**src/rtl/alu_req_arbiter_if.sv**
```systemverilog
// rtl/alu_req_arbiter_if.sv - request, ALU and response signal bundle for alu_req_arbiter
//
// Purpose: groups the two request channels, the ALU operand/result bus and the
//          tagged response channel that alu_req_arbiter connects together.
// Modports:
//    master : the arbiter itself (takes requests, drives the ALU, drives responses)
//    slave  : the surroundings (requesters, ALU instance, response consumer)
// Signals:
//    req0_valid/req0_a/req0_b/req0_fun, req0_ready : requester 0 channel
//    req1_valid/req1_a/req1_b/req1_fun, req1_ready : requester 1 channel
//    alu_a/alu_b/alu_fun/alu_en                    : registered operation to the ALU
//    alu_out/alu_out_valid                         : ALU result (2*WIDTH)
//    rsp_valid/rsp_ready/rsp_id/rsp_data/rsp_err   : shared response channel
//    busy                                          : arbiter not in IDLE
interface alu_req_arbiter_if #(
   parameter int WIDTH = 8
);
   logic                 req0_valid;
   logic [WIDTH-1:0]     req0_a;
   logic [WIDTH-1:0]     req0_b;
   logic [3:0]           req0_fun;
   logic                 req0_ready;

   logic                 req1_valid;
   logic [WIDTH-1:0]     req1_a;
   logic [WIDTH-1:0]     req1_b;
   logic [3:0]           req1_fun;
   logic                 req1_ready;

   logic [WIDTH-1:0]     alu_a;
   logic [WIDTH-1:0]     alu_b;
   logic [3:0]           alu_fun;
   logic                 alu_en;
   logic [2*WIDTH-1:0]   alu_out;
   logic                 alu_out_valid;

   logic                 rsp_valid;
   logic                 rsp_ready;
   logic                 rsp_id;
   logic [2*WIDTH-1:0]   rsp_data;
   logic                 rsp_err;

   logic                 busy;

   modport master (
      input  req0_valid, req0_a, req0_b, req0_fun,
      output req0_ready,
      input  req1_valid, req1_a, req1_b, req1_fun,
      output req1_ready,
      output alu_a, alu_b, alu_fun, alu_en,
      input  alu_out, alu_out_valid,
      output rsp_valid, rsp_id, rsp_data, rsp_err,
      input  rsp_ready,
      output busy
   );

   modport slave (
      output req0_valid, req0_a, req0_b, req0_fun,
      input  req0_ready,
      output req1_valid, req1_a, req1_b, req1_fun,
      input  req1_ready,
      input  alu_a, alu_b, alu_fun, alu_en,
      output alu_out, alu_out_valid,
      input  rsp_valid, rsp_id, rsp_data, rsp_err,
      output rsp_ready,
      input  busy
   );
endinterface

```
**src/rtl/alu_req_arbiter.sv**
```systemverilog
// rtl/alu_req_arbiter.sv - round-robin sharing of one registered ALU between two requesters
//
// Purpose: accepts one operation at a time from requester 0 or 1 (round-robin when both
//          are valid), issues it to a 1-cycle-latency ALU, and returns the result on a
//          response channel tagged with the requester ID. A missing ALU result is turned
//          into an error response after 4 cycles of waiting.
// Ports:
//    CLK  : clock, rising edge
//    RST  : asynchronous, active-low reset
//    bus  : alu_req_arbiter_if.master (request channels, ALU bus, response channel, busy)
// Build option:
//    ALU_DIV0_GUARD_EN : when defined, a divide (fun 4'b0011) with B==0 is answered directly
//                        with an all-ones error response instead of being sent to the ALU.
module alu_req_arbiter #(
   parameter int WIDTH = 8
) (
   input  logic              CLK,
   input  logic              RST,
   alu_req_arbiter_if.master bus
);

`ifdef ALU_DIV0_GUARD_EN
   localparam bit DIV0_GUARD = 1'b1;
`else
   localparam bit DIV0_GUARD = 1'b0;
`endif

   localparam logic [3:0] FUN_DIV = 4'b0011;

   typedef enum logic [1:0] {IDLE, ISSUE, WAIT, RESP} state_t;

   state_t               state, state_nxt;
   logic                 rr, rr_nxt;
   logic                 op_id, op_id_nxt;
   logic [1:0]           wait_cnt, wait_cnt_nxt;
   logic [WIDTH-1:0]     alu_a_q, alu_a_nxt;
   logic [WIDTH-1:0]     alu_b_q, alu_b_nxt;
   logic [3:0]           alu_fun_q, alu_fun_nxt;
   logic                 alu_en_q, alu_en_nxt;
   logic                 rsp_valid_q, rsp_valid_nxt;
   logic                 rsp_id_q, rsp_id_nxt;
   logic [2*WIDTH-1:0]   rsp_data_q, rsp_data_nxt;
   logic                 rsp_err_q, rsp_err_nxt;

   logic                 idle;
   logic                 gnt0, gnt1;
   logic                 accept;
   logic [WIDTH-1:0]     sel_a, sel_b;
   logic [3:0]           sel_fun;

   // A grant only exists for a valid requester, so READY never rises with nothing to take.
   assign idle    = (state == IDLE);
   assign gnt0    = bus.req0_valid & (~bus.req1_valid | ~rr);
   assign gnt1    = bus.req1_valid & (~bus.req0_valid |  rr);
   assign accept  = idle & (gnt0 | gnt1);
   assign sel_a   = gnt1 ? bus.req1_a   : bus.req0_a;
   assign sel_b   = gnt1 ? bus.req1_b   : bus.req0_b;
   assign sel_fun = gnt1 ? bus.req1_fun : bus.req0_fun;

   assign bus.req0_ready = idle & gnt0;
   assign bus.req1_ready = idle & gnt1;
   assign bus.alu_a      = alu_a_q;
   assign bus.alu_b      = alu_b_q;
   assign bus.alu_fun    = alu_fun_q;
   assign bus.alu_en     = alu_en_q;
   assign bus.rsp_valid  = rsp_valid_q;
   assign bus.rsp_id     = rsp_id_q;
   assign bus.rsp_data   = rsp_data_q;
   assign bus.rsp_err    = rsp_err_q;
   assign bus.busy       = ~idle;

   always_ff @(posedge CLK or negedge RST) begin
      if (!RST) begin
         state       <= IDLE;
         rr          <= 1'b0;
         op_id       <= 1'b0;
         wait_cnt    <= 2'd0;
         alu_a_q     <= '0;
         alu_b_q     <= '0;
         alu_fun_q   <= 4'd0;
         alu_en_q    <= 1'b0;
         rsp_valid_q <= 1'b0;
         rsp_id_q    <= 1'b0;
         rsp_data_q  <= '0;
         rsp_err_q   <= 1'b0;
      end else begin
         state       <= state_nxt;
         rr          <= rr_nxt;
         op_id       <= op_id_nxt;
         wait_cnt    <= wait_cnt_nxt;
         alu_a_q     <= alu_a_nxt;
         alu_b_q     <= alu_b_nxt;
         alu_fun_q   <= alu_fun_nxt;
         alu_en_q    <= alu_en_nxt;
         rsp_valid_q <= rsp_valid_nxt;
         rsp_id_q    <= rsp_id_nxt;
         rsp_data_q  <= rsp_data_nxt;
         rsp_err_q   <= rsp_err_nxt;
      end
   end

   always_comb begin
      state_nxt     = state;
      rr_nxt        = rr;
      op_id_nxt     = op_id;
      wait_cnt_nxt  = wait_cnt;
      alu_a_nxt     = alu_a_q;
      alu_b_nxt     = alu_b_q;
      alu_fun_nxt   = alu_fun_q;
      alu_en_nxt    = 1'b0;          // ALU_EN is a single-cycle pulse covering ISSUE
      rsp_valid_nxt = rsp_valid_q;
      rsp_id_nxt    = rsp_id_q;
      rsp_data_nxt  = rsp_data_q;
      rsp_err_nxt   = rsp_err_q;

      case (state)
         IDLE: begin
            if (accept) begin
               op_id_nxt = gnt1;
               rr_nxt    = ~gnt1;
               if (DIV0_GUARD && (sel_fun == FUN_DIV) && (sel_b == '0)) begin
                  state_nxt     = RESP;
                  rsp_valid_nxt = 1'b1;
                  rsp_id_nxt    = gnt1;
                  rsp_data_nxt  = '1;
                  rsp_err_nxt   = 1'b1;
               end else begin
                  // Operands are loaded at accept so they are already on the bus in ISSUE.
                  state_nxt   = ISSUE;
                  alu_a_nxt   = sel_a;
                  alu_b_nxt   = sel_b;
                  alu_fun_nxt = sel_fun;
                  alu_en_nxt  = 1'b1;
               end
            end
         end
         ISSUE: begin
            state_nxt    = WAIT;
            wait_cnt_nxt = 2'd0;
         end
         WAIT: begin
            if (bus.alu_out_valid) begin
               state_nxt     = RESP;
               rsp_valid_nxt = 1'b1;
               rsp_id_nxt    = op_id;
               rsp_data_nxt  = bus.alu_out;
               rsp_err_nxt   = 1'b0;
            end else if (wait_cnt == 2'd3) begin
               // Fourth consecutive WAIT cycle without a result: give up.
               state_nxt     = RESP;
               rsp_valid_nxt = 1'b1;
               rsp_id_nxt    = op_id;
               rsp_data_nxt  = '0;
               rsp_err_nxt   = 1'b1;
            end else begin
               wait_cnt_nxt = wait_cnt + 2'd1;
            end
         end
         RESP: begin
            if (bus.rsp_ready) begin
               state_nxt     = IDLE;
               rsp_valid_nxt = 1'b0;
               rsp_err_nxt   = 1'b0;
            end
         end
      endcase
   end

endmodule

```
**src/flat_wrapper.sv**
```systemverilog
// flat-port wrapper written by rule: the top's interface ports become plain ports
module alu_req_arbiter_flat 
#(
   parameter int WIDTH = 8
)
  (CLK, RST, bus_req0_valid, bus_req0_a, bus_req0_b, bus_req0_fun, bus_req0_ready, bus_req1_valid, bus_req1_a, bus_req1_b, bus_req1_fun, bus_req1_ready, bus_alu_a, bus_alu_b, bus_alu_fun, bus_alu_en, bus_alu_out, bus_alu_out_valid, bus_rsp_valid, bus_rsp_id, bus_rsp_data, bus_rsp_err, bus_rsp_ready, bus_busy);
  alu_req_arbiter_if #(.WIDTH(WIDTH)) bus_i ();
  input  logic CLK;
  input  logic RST;
  input wire logic [$bits(bus_i.req0_valid)-1:0] bus_req0_valid;
  input wire logic [$bits(bus_i.req0_a)-1:0] bus_req0_a;
  input wire logic [$bits(bus_i.req0_b)-1:0] bus_req0_b;
  input wire logic [$bits(bus_i.req0_fun)-1:0] bus_req0_fun;
  output wire logic [$bits(bus_i.req0_ready)-1:0] bus_req0_ready;
  input wire logic [$bits(bus_i.req1_valid)-1:0] bus_req1_valid;
  input wire logic [$bits(bus_i.req1_a)-1:0] bus_req1_a;
  input wire logic [$bits(bus_i.req1_b)-1:0] bus_req1_b;
  input wire logic [$bits(bus_i.req1_fun)-1:0] bus_req1_fun;
  output wire logic [$bits(bus_i.req1_ready)-1:0] bus_req1_ready;
  output wire logic [$bits(bus_i.alu_a)-1:0] bus_alu_a;
  output wire logic [$bits(bus_i.alu_b)-1:0] bus_alu_b;
  output wire logic [$bits(bus_i.alu_fun)-1:0] bus_alu_fun;
  output wire logic [$bits(bus_i.alu_en)-1:0] bus_alu_en;
  input wire logic [$bits(bus_i.alu_out)-1:0] bus_alu_out;
  input wire logic [$bits(bus_i.alu_out_valid)-1:0] bus_alu_out_valid;
  output wire logic [$bits(bus_i.rsp_valid)-1:0] bus_rsp_valid;
  output wire logic [$bits(bus_i.rsp_id)-1:0] bus_rsp_id;
  output wire logic [$bits(bus_i.rsp_data)-1:0] bus_rsp_data;
  output wire logic [$bits(bus_i.rsp_err)-1:0] bus_rsp_err;
  input wire logic [$bits(bus_i.rsp_ready)-1:0] bus_rsp_ready;
  output wire logic [$bits(bus_i.busy)-1:0] bus_busy;
  assign bus_i.req0_valid = bus_req0_valid;
  assign bus_i.req0_a = bus_req0_a;
  assign bus_i.req0_b = bus_req0_b;
  assign bus_i.req0_fun = bus_req0_fun;
  assign bus_req0_ready = bus_i.req0_ready;
  assign bus_i.req1_valid = bus_req1_valid;
  assign bus_i.req1_a = bus_req1_a;
  assign bus_i.req1_b = bus_req1_b;
  assign bus_i.req1_fun = bus_req1_fun;
  assign bus_req1_ready = bus_i.req1_ready;
  assign bus_alu_a = bus_i.alu_a;
  assign bus_alu_b = bus_i.alu_b;
  assign bus_alu_fun = bus_i.alu_fun;
  assign bus_alu_en = bus_i.alu_en;
  assign bus_i.alu_out = bus_alu_out;
  assign bus_i.alu_out_valid = bus_alu_out_valid;
  assign bus_rsp_valid = bus_i.rsp_valid;
  assign bus_rsp_id = bus_i.rsp_id;
  assign bus_rsp_data = bus_i.rsp_data;
  assign bus_rsp_err = bus_i.rsp_err;
  assign bus_i.rsp_ready = bus_rsp_ready;
  assign bus_busy = bus_i.busy;
  alu_req_arbiter #(.WIDTH(WIDTH)) u_core (.CLK(CLK), .RST(RST), .bus(bus_i));
endmodule
```
**config.mk**
```make
export PLATFORM = sky130hd
export DESIGN_NAME = alu_req_arbiter_flat
export DESIGN_NICKNAME = d
export VERILOG_FILES = /design/src/rtl/alu_req_arbiter_if.sv /design/src/rtl/alu_req_arbiter.sv /design/src/flat_wrapper.sv
export SDC_FILE = /design/constraint.sdc
export NUM_CORES = 1
export LEC_CHECK = 0
export BUFFER_PORTS_ARGS = -buffer_cell sky130_fd_sc_hd__buf_4
export CAP_MARGIN = 30
export CORE_MARGIN = 4
export CORE_UTILIZATION = 45
export DETAILED_ROUTE_END_ITERATION = 6
export GPL_TIMING_DRIVEN = 0
export PLACE_DENSITY_LB_ADDON = 0.3
export RECOVER_POWER = 25
export SYNTH_ARGS = -nofsm -noshare
export SYNTH_HDL_FRONTEND = slang
export SYNTH_SLANG_ARGS = --single-unit
```
**constraint.sdc**
```tcl
create_clock -name CLK -period 2.3 [get_ports CLK]
set_clock_uncertainty 0.15 [all_clocks]
set_input_delay 0.345 -clock CLK [delete_from_list [all_inputs] [get_ports CLK]]
set_output_delay 0.345 -clock CLK [all_outputs]
set_load 0.02 [all_outputs]
```
Yosys cells after proc, flatten, opt, wreduce, memory -nomap -nowiden
Cells that the tools add are included.
{"block": "op_classes", "shift": 0, "div": 0, "n_eq_ne": 9, "n_bitwise": 13, "order_cmp": 0, "add_sub_neg": 1, "reduce_logical": 9, "mux": 23, "n_mul": 0}
{"cell": "$mux 16", "count": 2}
{"cell": "$mux 8", "count": 2}
{"cell": "$mux 2", "count": 6}
{"cell": "$reduce_and 3->1", "count": 3}
{"cell": "$mux 1", "count": 8}
{"cell": "$ne 2x2->1 const B", "count": 4}
{"cell": "$pmux 2 s4", "count": 1}
{"cell": "$eq 2x2->1 const B", "count": 3}
{"cell": "$reduce_bool 2->1", "count": 3}
{"cell": "$and 1x1->1", "count": 5}
{"cell": "$not 1->1", "count": 5}
{"cell": "$mux 4", "count": 1}
{"cell": "$pmux 1 s2", "count": 2}
{"cell": "$pmux 2 s2", "count": 1}
{"cell": "$reduce_and 2->1", "count": 2}
{"cell": "$ne 3x2->1 const B", "count": 1}
{"cell": "$or 1x1->1", "count": 3}
{"cell": "$add 2x1->2 const B", "count": 1}
{"cell": "$eq 2x1->1 const B", "count": 1}
{"cell": "$logic_not 2->1", "count": 1}
{"block": "word_totals", "latch_bits": 0, "input_bits": 62, "mem_bits_rw": 0, "elab_cells": 67, "mem_bits_ro": 0, "ff_bits": 46, "n_memories": 0, "output_inout_bits": 43}

Depth between registers and ports, before layout
Gate-level depths: netlist of the first run.
{"block": "logic_depth", "word_depth": 7, "ltp_mapped": 7}

Worst setup path after synthesis of the first run
No wires, ideal clock.
{"block": "synth_path", "path_kind": "flip-flop to output port", "startpoint": "register u_core.state[0]", "endpoint": "output bus_req1_ready", "t_arrival_ns": 1.214, "stages_incl_launch_ff": 7, "slack_ns": 0.591, "required_time_ns": 1.805, "path_cell_list": "dfrtp_1 -> inv_1 -> ha_1 -> and2_4 -> buf_6 -> nand2_1 -> inv_1"}
{"block": "synth_via", "elab_chain_cells": 2}
{"element": "from (decl)", "line": "alu_req_arbiter.sv:32", "text": "state_t state, state_nxt;"}
{"element": "from (signal assigned)", "line": "alu_req_arbiter.sv:87", "text": "state <= state_nxt;"}
{"element": "$logic_not 2->1", "line": "alu_req_arbiter.sv:52", "text": "assign idle = (state == IDLE);"}
{"element": "$and 1x1->1", "line": "alu_req_arbiter.sv:61", "text": "assign bus.req1_ready = idle & gnt1;"}
{"element": "to (decl)", "line": "flat_wrapper.sv:19", "text": "output wire logic [$bits(bus_i.req1_ready)-1:0] bus_req1_ready;"}
Every way passes these cells.

Final worst setup path of the first run
{"block": "layout_path", "startpoint": "register u_core.state[0]", "endpoint": "output bus_req0_ready"}
{"block": "layout_via", "elab_chain_cells": 2}
{"element": "$logic_not 2->1", "line": "alu_req_arbiter.sv:52"}
{"element": "$and 1x1->1", "line": "alu_req_arbiter.sv:60", "text": "assign bus.req0_ready = idle & gnt0;"}
{"element": "to (decl)", "line": "flat_wrapper.sv:14", "text": "output wire logic [$bits(bus_i.req0_ready)-1:0] bus_req0_ready;"}
Every way passes these cells.

==> results of run 1 <==
## flip-flops by register name, summed over array words and instances (netlist names)
name                  flops
u_core.bus.alu_fun        4
u_core.op_id              1
u_core.bus.rsp_id         1
u_core.bus.alu_a          8
u_core.bus.alu_b          8
u_core.bus.rsp_data      16
u_core.wait_cnt           2
u_core.bus.rsp_err        1
u_core.state              2
u_core.rr                 1
u_core.bus.alu_en         1
u_core.bus.rsp_valid      1
## worst paths after layout
path | startpoint | endpoint | slack [ns] | cells after the start
hold / removal | bus_alu_out[7] | u_core.bus.rsp_data[7] | 0.12 | 2
min in group asynchronous | RST | u_core.bus.rsp_data[6] | 0.64 | 2
setup reg to reg | u_core.state[0] | u_core.state[1] | 0.47 | 5
max in group asynchronous | RST | u_core.op_id | 0.68 | 2
hold reg to reg | u_core.bus.rsp_id | u_core.bus.rsp_id | 0.34 | 2
setup / recovery | u_core.state[0] | bus_req0_ready | 0.09 | 6
## metal layers
| metal | vias to the layer above | global-route usage |
|---|---|---|
| met2 | 54 | 0.319 |
| met4 | 0 | 0.0583 |
| met3 | 4 | 0.0383 |
| met1 | 861 | 0.235 |
| li1 | 905 | - |
| met5 | - | 0 |
## worst max-delay path, cell delays in order (launching register included)
cell	delay (ns)
dfrtp_1	0.42
inv_1	0.16
ha_4	0.20
nand2_1	0.09
a21oi_4	0.18
buf_4	0.21
buf_4	0.16
## kinds of logic after synthesis
| group | count (synthesis) |
|---|---|
| compound gates | 71 |
| fa+ha+maj | 6 |
| buf+inv | 20 |
| flops | 46 |
| mux | 3 |
| simple gates | 37 |
## per-stage QoR
| stage | utilization | setup slack (ns) | std cells | hold WS (ns) |
|---|---|---|---|---|
| 2_1_floorplan | - | 0.591 | 183 | -0.101 |
| 3_3_place_gp | 0.660 | 0.291 | 339 | 0.232 |
| 3_5_place_dp | 0.660 | 0.271 | 339 | 0.231 |
| 4_1_cts | 0.684 | 0.00564 | 348 | 0.115 |
| 5_1_grt | 0.687 | -0.00747 | 348 | 0.116 |
| 6_report | 0.687 | 0.0931 | 348 | 0.123 |
## cell type report
cell class                 instances  share of cell area
timing repair buffer             105               0.260
clock buffer                       7              0.0285
buffer                            12              0.0256
sequential                        46               0.380
multi-input combinational        117               0.274
clock inverter                     1             0.00165
inverter                           8             0.00990
tap                               52              0.0215
## synth_stat cells, drive strengths merged, types with 6 or more instances
| library cell | number |
|---|---|
| nand2 | 6 |
| dfrtp | 46 |
| a22o | 17 |
| ha | 6 |
| o21ai | 17 |
| a31oi | 9 |
| a221o | 11 |
| and3 | 11 |
| buf | 12 |
| nor2 | 14 |
| inv | 8 |
| a21oi | 11 |
## power breakdown
| group | switching (µW) | internal [µW] | leakage (µW) |
|---|---|---|---|
| combinational | 1140 | 997 | 0.000949 |
| clock | 244 | 242 | 0.0000482 |
| sequential | 220 | 1190 | 0.000561 |
| total | 1610 | 2430 | 0.00156 |
## what timing repair did
action                                 in CTS  in global routing
gates resized for setup                     1                  2
hold buffers                                1                  0
endpoints found under the hold margin      46                  0
setup endpoints to repair                   1                  1
gates cloned                                0                  0
==> insert_results.sql, run 1 <==
INSERT INTO impl_metrics (metric_group, metric, value, unit) VALUES
('outcome', 'status', 'completed', ''),
('route', 'top_layer_used', 'met4', ''),
('synthesis', 'yosysWarningCount', '0', ''),
('timing', 'number_of_endpoints_with_negative_hold_slack_in_the_final_report', '0', ''),
('die', 'fp.coreArea', '4410', 'µm²'),
('layout', 'final_common_cell', 'buf_4', ''),
('die', 'die_area', '5740', 'µm²'),
('synthesis', 'synth_top_family_by_area', 'compound AO/OA/AOI/OAI gates', ''),
('route', 'met3WireLength', '375', 'µm'),
('placed_design', 'dp_hpwl', '4240', 'µm'),
('die', 'floorplan.rows', '24', ''),
('cts', 'clk_pin_slew_worst_paths', '0.08', 'ns'),
('synthesis', 'synth-edff-count', '0', ''),
('synthesis', 'synthesis.area', '2070', 'µm²'),
('route', 'detailedRoute.firstIterationViolations', '82', ''),
('timing', 'setup_violations', '0', ''),
('timing', 'period_minus_slack', '2.21', 'ns'),
('cts', 'numClockSinks', '46', ''),
('route', 'wirelength', '5440', 'µm'),
('global_routing', 'grt.overflow.total', '0', ''),
('synthesis', 'synth.ff_latch_count', '46', ''),
('cts', 'cts-buffers-inserted', '5', ''),
('timing', 'max_slew_violation_count', '0', ''),
('layout', 'final_layout_size_suffix_gt1_frac', '0.439', ''),
('route', 'vias_per_cell', '5.24', ''),
('timing', 'actual_slew_at_the_worst_max_slew_pin', '1.11', 'ns'),
('layout', 'fin_area', '3030', 'µm²'),
('layout', 'area_growth_syn_to_layout', '46.6', '%'),
('synthesis', 'synthesis.area_per_instance', '11.3', 'µm²'),
('synthesis', 'synth_adder_area_share', '0.0363', ''),
('pwr', 'power_density', '1330', 'nW/µm²'),
('layout', 'diodes', '0', ''),
('synthesis', 'synthTopCellsByArea', 'dfrtp_1 (56%), a22o_1 (7.2%), a221o_1 (5.3%)', ''),
('synthesis', 'synth-xor-area-share', '0', ''),
('synthesis', 'synth_area_leader_cell', 'dfrtp_1', ''),
('cts', 'tritoncts', 'yes', ''),
('global_routing', 'maximum_number_of_pins_on_one_net_before_global_route_repair', '47', ''),
('synthesis', 'asyncSetResetFlopFracSynth', '1.00', ''),
('route', 'detail_route.wirelength.met1', '2150', 'µm'),
('pwr', 'vdd_drop_max', '0.636', 'mV'),
('route', 'wl_met2', '2860', 'µm'),
('setup_path', 'worstPathArrival', '1.71', 'ns'),
('placed_design', 'io_buffers', '104', ''),
('timing', 'max_slew_headroom', '0.263', ''),
('cts', 'insertion_delay', '0.28', 'ns'),
('layout', 'most-common-layout-cells', 'buf_4 (105), dfrtp_1 (46), a22o_1 (17)', ''),
('route', 'detail-route-antenna-nets', '0', ''),
('setup_path', 'critPathMaxFanout', '10', ''),
('cts', 'clockBufferDepth', '2', ''),
('die', 'floorplan.die.height', '75.8', 'µm'),
('setup_path', 'timing.setup.critical_path_class', 'reg -> out', ''),
('global_routing', 'global_route.usage.total', '0.186', ''),
('placed_design', 'finalWeightedCongestion', '0.773', ''),
('layout', 'fillCellCount', '355', ''),
('die', 'pin_count', '105', ''),
('synthesis', 'syn_nets', '251', ''),
('route', 'wl_per_cell', '15.6', 'µm'),
('synthesis', 'post_synthesis_compound_gate_area_fraction', '0.250', ''),
('synthesis', 'primary_flip_flop_cell_chosen_by_synthesis_mapping', 'dfrtp_1', ''),
('route', 'vias', '1824', ''),
('setup_path', 'required', '1.80', 'ns'),
('timing', 'max_freq', '0.453', 'GHz'),
('timing', 'final.setup.tns', '0', 'ns'),
('cts', 'postCtsSetupBuffers', '0', ''),
('layout', 'multiInputGateArea', '830', 'µm²'),
('route', 'drcViolationCount', '0', ''),
('layout', 'seq_area', '1150', 'µm²'),
('die', 'die_width', '75.8', 'µm'),
('timing', 'final_min_period_over_clock_period', '0.960', ''),
('synthesis', 'synth_seq_area_share', '0.557', ''),
('pwr', 'power.total', '4040', 'µW');
Note: power is estimated with default switching activity, not from simulation.
==> run 2, diff against run 1 <==
CELL_PAD_IN_SITES_DETAIL_PLACEMENT = 0   (was default)
CELL_PAD_IN_SITES_GLOBAL_PLACEMENT = 2   (was default)
CORE_UTILIZATION = 26   (was 45)
==> run 2 against run 1 <==
Net effect: count of clock-buffer cells in the layout fell by 2; worst hold slack lost 0.017 ns; global-route usage shrank 5.9 points; combinational power hardly changed; non-clock buffer count is the same; highest routed layer unchanged; worst setup slack better by 0.040 ns; critical path depth did not move; routed wire length up 10%; clock power rose by 6.6%.
==> insert_results.sql, run 2 (synthesized netlist as in run 1, its figures left out) <==
INSERT INTO impl_metrics (metric_group, metric, value, unit) VALUES
('outcome', 'status', 'completed', ''),
('pwr', 'p_int', '2410', 'µW'),
('placed_design', 'placedInstanceArea', '2980', 'µm²'),
('global_routing', 'global_route.usage.total', '0.127', ''),
('setup_path', 'critPathMaxFanout', '10', ''),
('placed_design', 'finalWeightedCongestion', '0.696', ''),
('setup_path', 'regToRegStartpoint', 'u_core.state[0]', ''),
('global_routing', 'first_pass_grt_wire_length', '9930', 'µm'),
('setup_path', 'cpMaxStageDelayCell', 'dfrtp_1', ''),
('die', 'die_width', '97.2', 'µm'),
('global_routing', 'grt_antenna_before_repair', '0', ''),
('cts', 'cts.htree.levels', '2', ''),
('die', 'pin_count', '105', ''),
('route', 'drcViolationCount', '0', ''),
('layout', 'fillCellCount', '788', ''),
('timing', 'max_freq', '0.461', 'GHz'),
('setup_path', 'worstPathArrival', '1.67', 'ns'),
('cts', 'clockBufferDepth', '2', ''),
('route', 'wl_per_cell', '15.0', 'µm'),
('route', 'wirelength', '5990', 'µm'),
('setup_path', 'worst_reg_to_reg_cells', '7', ''),
('cts', 'insertion_delay', '0.29', 'ns'),
('pwr', 'power_density', '1310', 'nW/µm²'),
('timing', 'grt_setup_unrepaired', 'false', ''),
('setup_path', 'critical_path.max_stage_delay', '0.42', 'ns'),
('setup_path', 'timing.reg2reg.setup_slack', '0.50', 'ns'),
('layout', 'final_cells', '398', ''),
('route', 'vias_per_cell', '4.64', ''),
('pwr', 'share_seq_of_total_power', '0.346', ''),
('timing', 'hold-worst-slack', '0.107', 'ns'),
('global_routing', 'maximum_number_of_pins_on_one_net_before_global_route_repair', '47', ''),
('setup_path', 'end_kind', 'output pin', ''),
('layout', 'finish.net_count', '363', ''),
('layout', 'fin_area', '3100', 'µm²'),
('worst_hold_path', 'hp-start', 'bus_alu_out[13]', ''),
('setup_path', 'worstReg2RegEnd', 'u_core.bus.rsp_data[14]', ''),
('pwr', 'vdd_drop_max', '0.385', 'mV'),
('layout', 'final_common_cell', 'buf_4', ''),
('die', 'floorplan.die.height', '97.2', 'µm'),
('pwr', 'power.clock.fraction', '0.128', ''),
('setup_path', 'timing.setup.critical_path_class', 'reg -> out', ''),
('layout', 'diodes', '0', ''),
('job', 'maxcap_violations', '0', ''),
('route', 'detail-route-antenna-nets', '0', ''),
('die', 'initial_utilization', '0.268', ''),
('setup_path', 'worstSetupStartpointType', 'flop', ''),
('timing', 'final.setup.tns', '0', 'ns'),
('layout', 'most-common-layout-cells', 'buf_4 (104), dfrtp_1 (46), a22o_1 (17)', ''),
('layout', 'multiInputGateArea', '830', 'µm²'),
('pwr', 'combPwrFrac', '0.526', ''),
('timing', 'setup_violations', '0', ''),
('timing', 'period_minus_slack', '2.17', 'ns'),
('timing', 'number_of_endpoints_with_negative_hold_slack_in_the_final_report', '0', ''),
('route', 'vias', '1848', ''),
('cts', 'cts-buffers-inserted', '5', ''),
('pwr', 'sw_frac_of_total', '0.408', ''),
('cts', 'clk_pin_slew_worst_paths', '0.09', 'ns'),
('die', 'floorplan.rows', '32', ''),
('timing', 'actual_slew_at_the_worst_max_slew_pin', '1.18', 'ns'),
('timing', 'final_min_period_over_clock_period', '0.942', ''),
('placed_design', 'dp_hpwl', '4400', 'µm'),
('cts', 'root_buffer', 'clkbuf_8', ''),
('route', 'firstDrtPassIters', '4', ''),
('worst_hold_path', 'hold_path_depth', '2', ''),
('timing', 'max_slew_headroom', '0.212', ''),
('pwr', 'p_leak', '0.00155', 'µW'),
('global_routing', 'via_count_of_the_first_global_routing_pass', '1922', ''),
('layout', 'area_growth_syn_to_layout', '50.0', '%'),
('layout', 'final_layout_size_suffix_gt1_frac', '0.446', ''),
('die', 'fp.coreArea', '7730', 'µm²'),
('timing', 'max_slew_violation_count', '0', ''),
('global_routing', 'grt.overflow.total', '0', ''),
('layout', 'largest_register_ff_count', '16', ''),
('setup_path', 'cp_cell_sequence', 'inv_1, ha_4, nand2_1, a21oi_4, buf_6, buf_4', ''),
('placed_design', 'io_buffers', '104', ''),
('route', 'detailedRoute.firstIterationViolations', '53', ''),
('setup_path', 'required', '1.80', 'ns'),
('die', 'die_area', '9450', 'µm²'),
('cts', 'tritoncts', 'yes', ''),
('cts', 'numClockSinks', '46', ''),
('worst_hold_path', 'hold_path.class', 'in -> reg', ''),
('placed_design', 'placed_cells_incl_taps', '389', ''),
('worst_hold_path', 'hold_crit_endpoint', 'u_core.bus.rsp_data[13]', ''),
('pwr', 'power.net_switching', '1660', 'µW'),
('layout', 'seq_area', '1150', 'µm²');
==> run 2: final cells by class <==
class                           instances  share of cell area
Multi-Input combinational cell        117               0.267
Sequential cell                        46               0.371
Buffer                                 12              0.0262
Clock inverter                          3             0.00807
Timing Repair Buffer                  105               0.254
Tap cell                              102              0.0411
Inverter                                8             0.00968
Clock buffer                            5              0.0222
==> run 2: worst max-delay path, delay by kind of cell, from the launching register on <==
family	cells	cell delay, ns
compound gates	1	0.20
fa+ha+maj	1	0.19
buf+inv	3	0.47
flops	1	0.42
simple gates	1	0.09
==> run 2: how the worst max path moves through the flow <==
stage                                from              to  cells past startpoint
final                     u_core.state[1]  bus_req0_ready                      6
after global routing      u_core.state[1]  bus_req0_ready                      6
after CTS                 u_core.state[0]  bus_req0_ready                      6
after detailed placement  u_core.state[0]  bus_req0_ready                      6
after global placement    u_core.state[0]  bus_req0_ready                      6
after floorplan           u_core.state[0]  bus_req1_ready                      6
==> run 2: per-layer routing <==
layer	routed length (µm)	part of all wire	vias to the layer above	global-route usage
li1	-	-	901	-
met1	2730	0.46	884	0.166
met2	2790	0.47	59	0.203
met3	387	0.065	4	0.0337
met4	76	0.013	0	0.0443
met5	0	0	-	0
==> run 2: power by group through the flow <==
| stage | Sequential (µW) | Combinational, µW | Clock (µW) |
|---|---|---|---|
| 2_1_floorplan | 1800 | 869 | 0 |
| 3_3_place_gp | 1410 | 2130 | 0 |
| 3_5_place_dp | 1410 | 2150 | 0 |
| 4_1_cts | 1410 | 2160 | 550 |
| 5_1_grt | 1460 | 2340 | 574 |
| 6_report | 1410 | 2140 | 518 |
==> run 2: repair_timing <==
item,CTS,global route
hold endpoints to repair,46,0
buffers inserted,0,0
gates resized for setup,3,2
hold buffers,1,0
setup endpoints to repair,2,2
==> run 2: metrics by stage <==
step           utilization  power [µW]  setup slack [ns]
5_1_grt              0.401        4370            0.0239
4_1_cts              0.400        4120            0.0232
3_3_place_gp         0.385        3540             0.237
3_5_place_dp         0.385        3560             0.234
2_1_floorplan            -        2670             0.591
6_report             0.401        4060             0.133
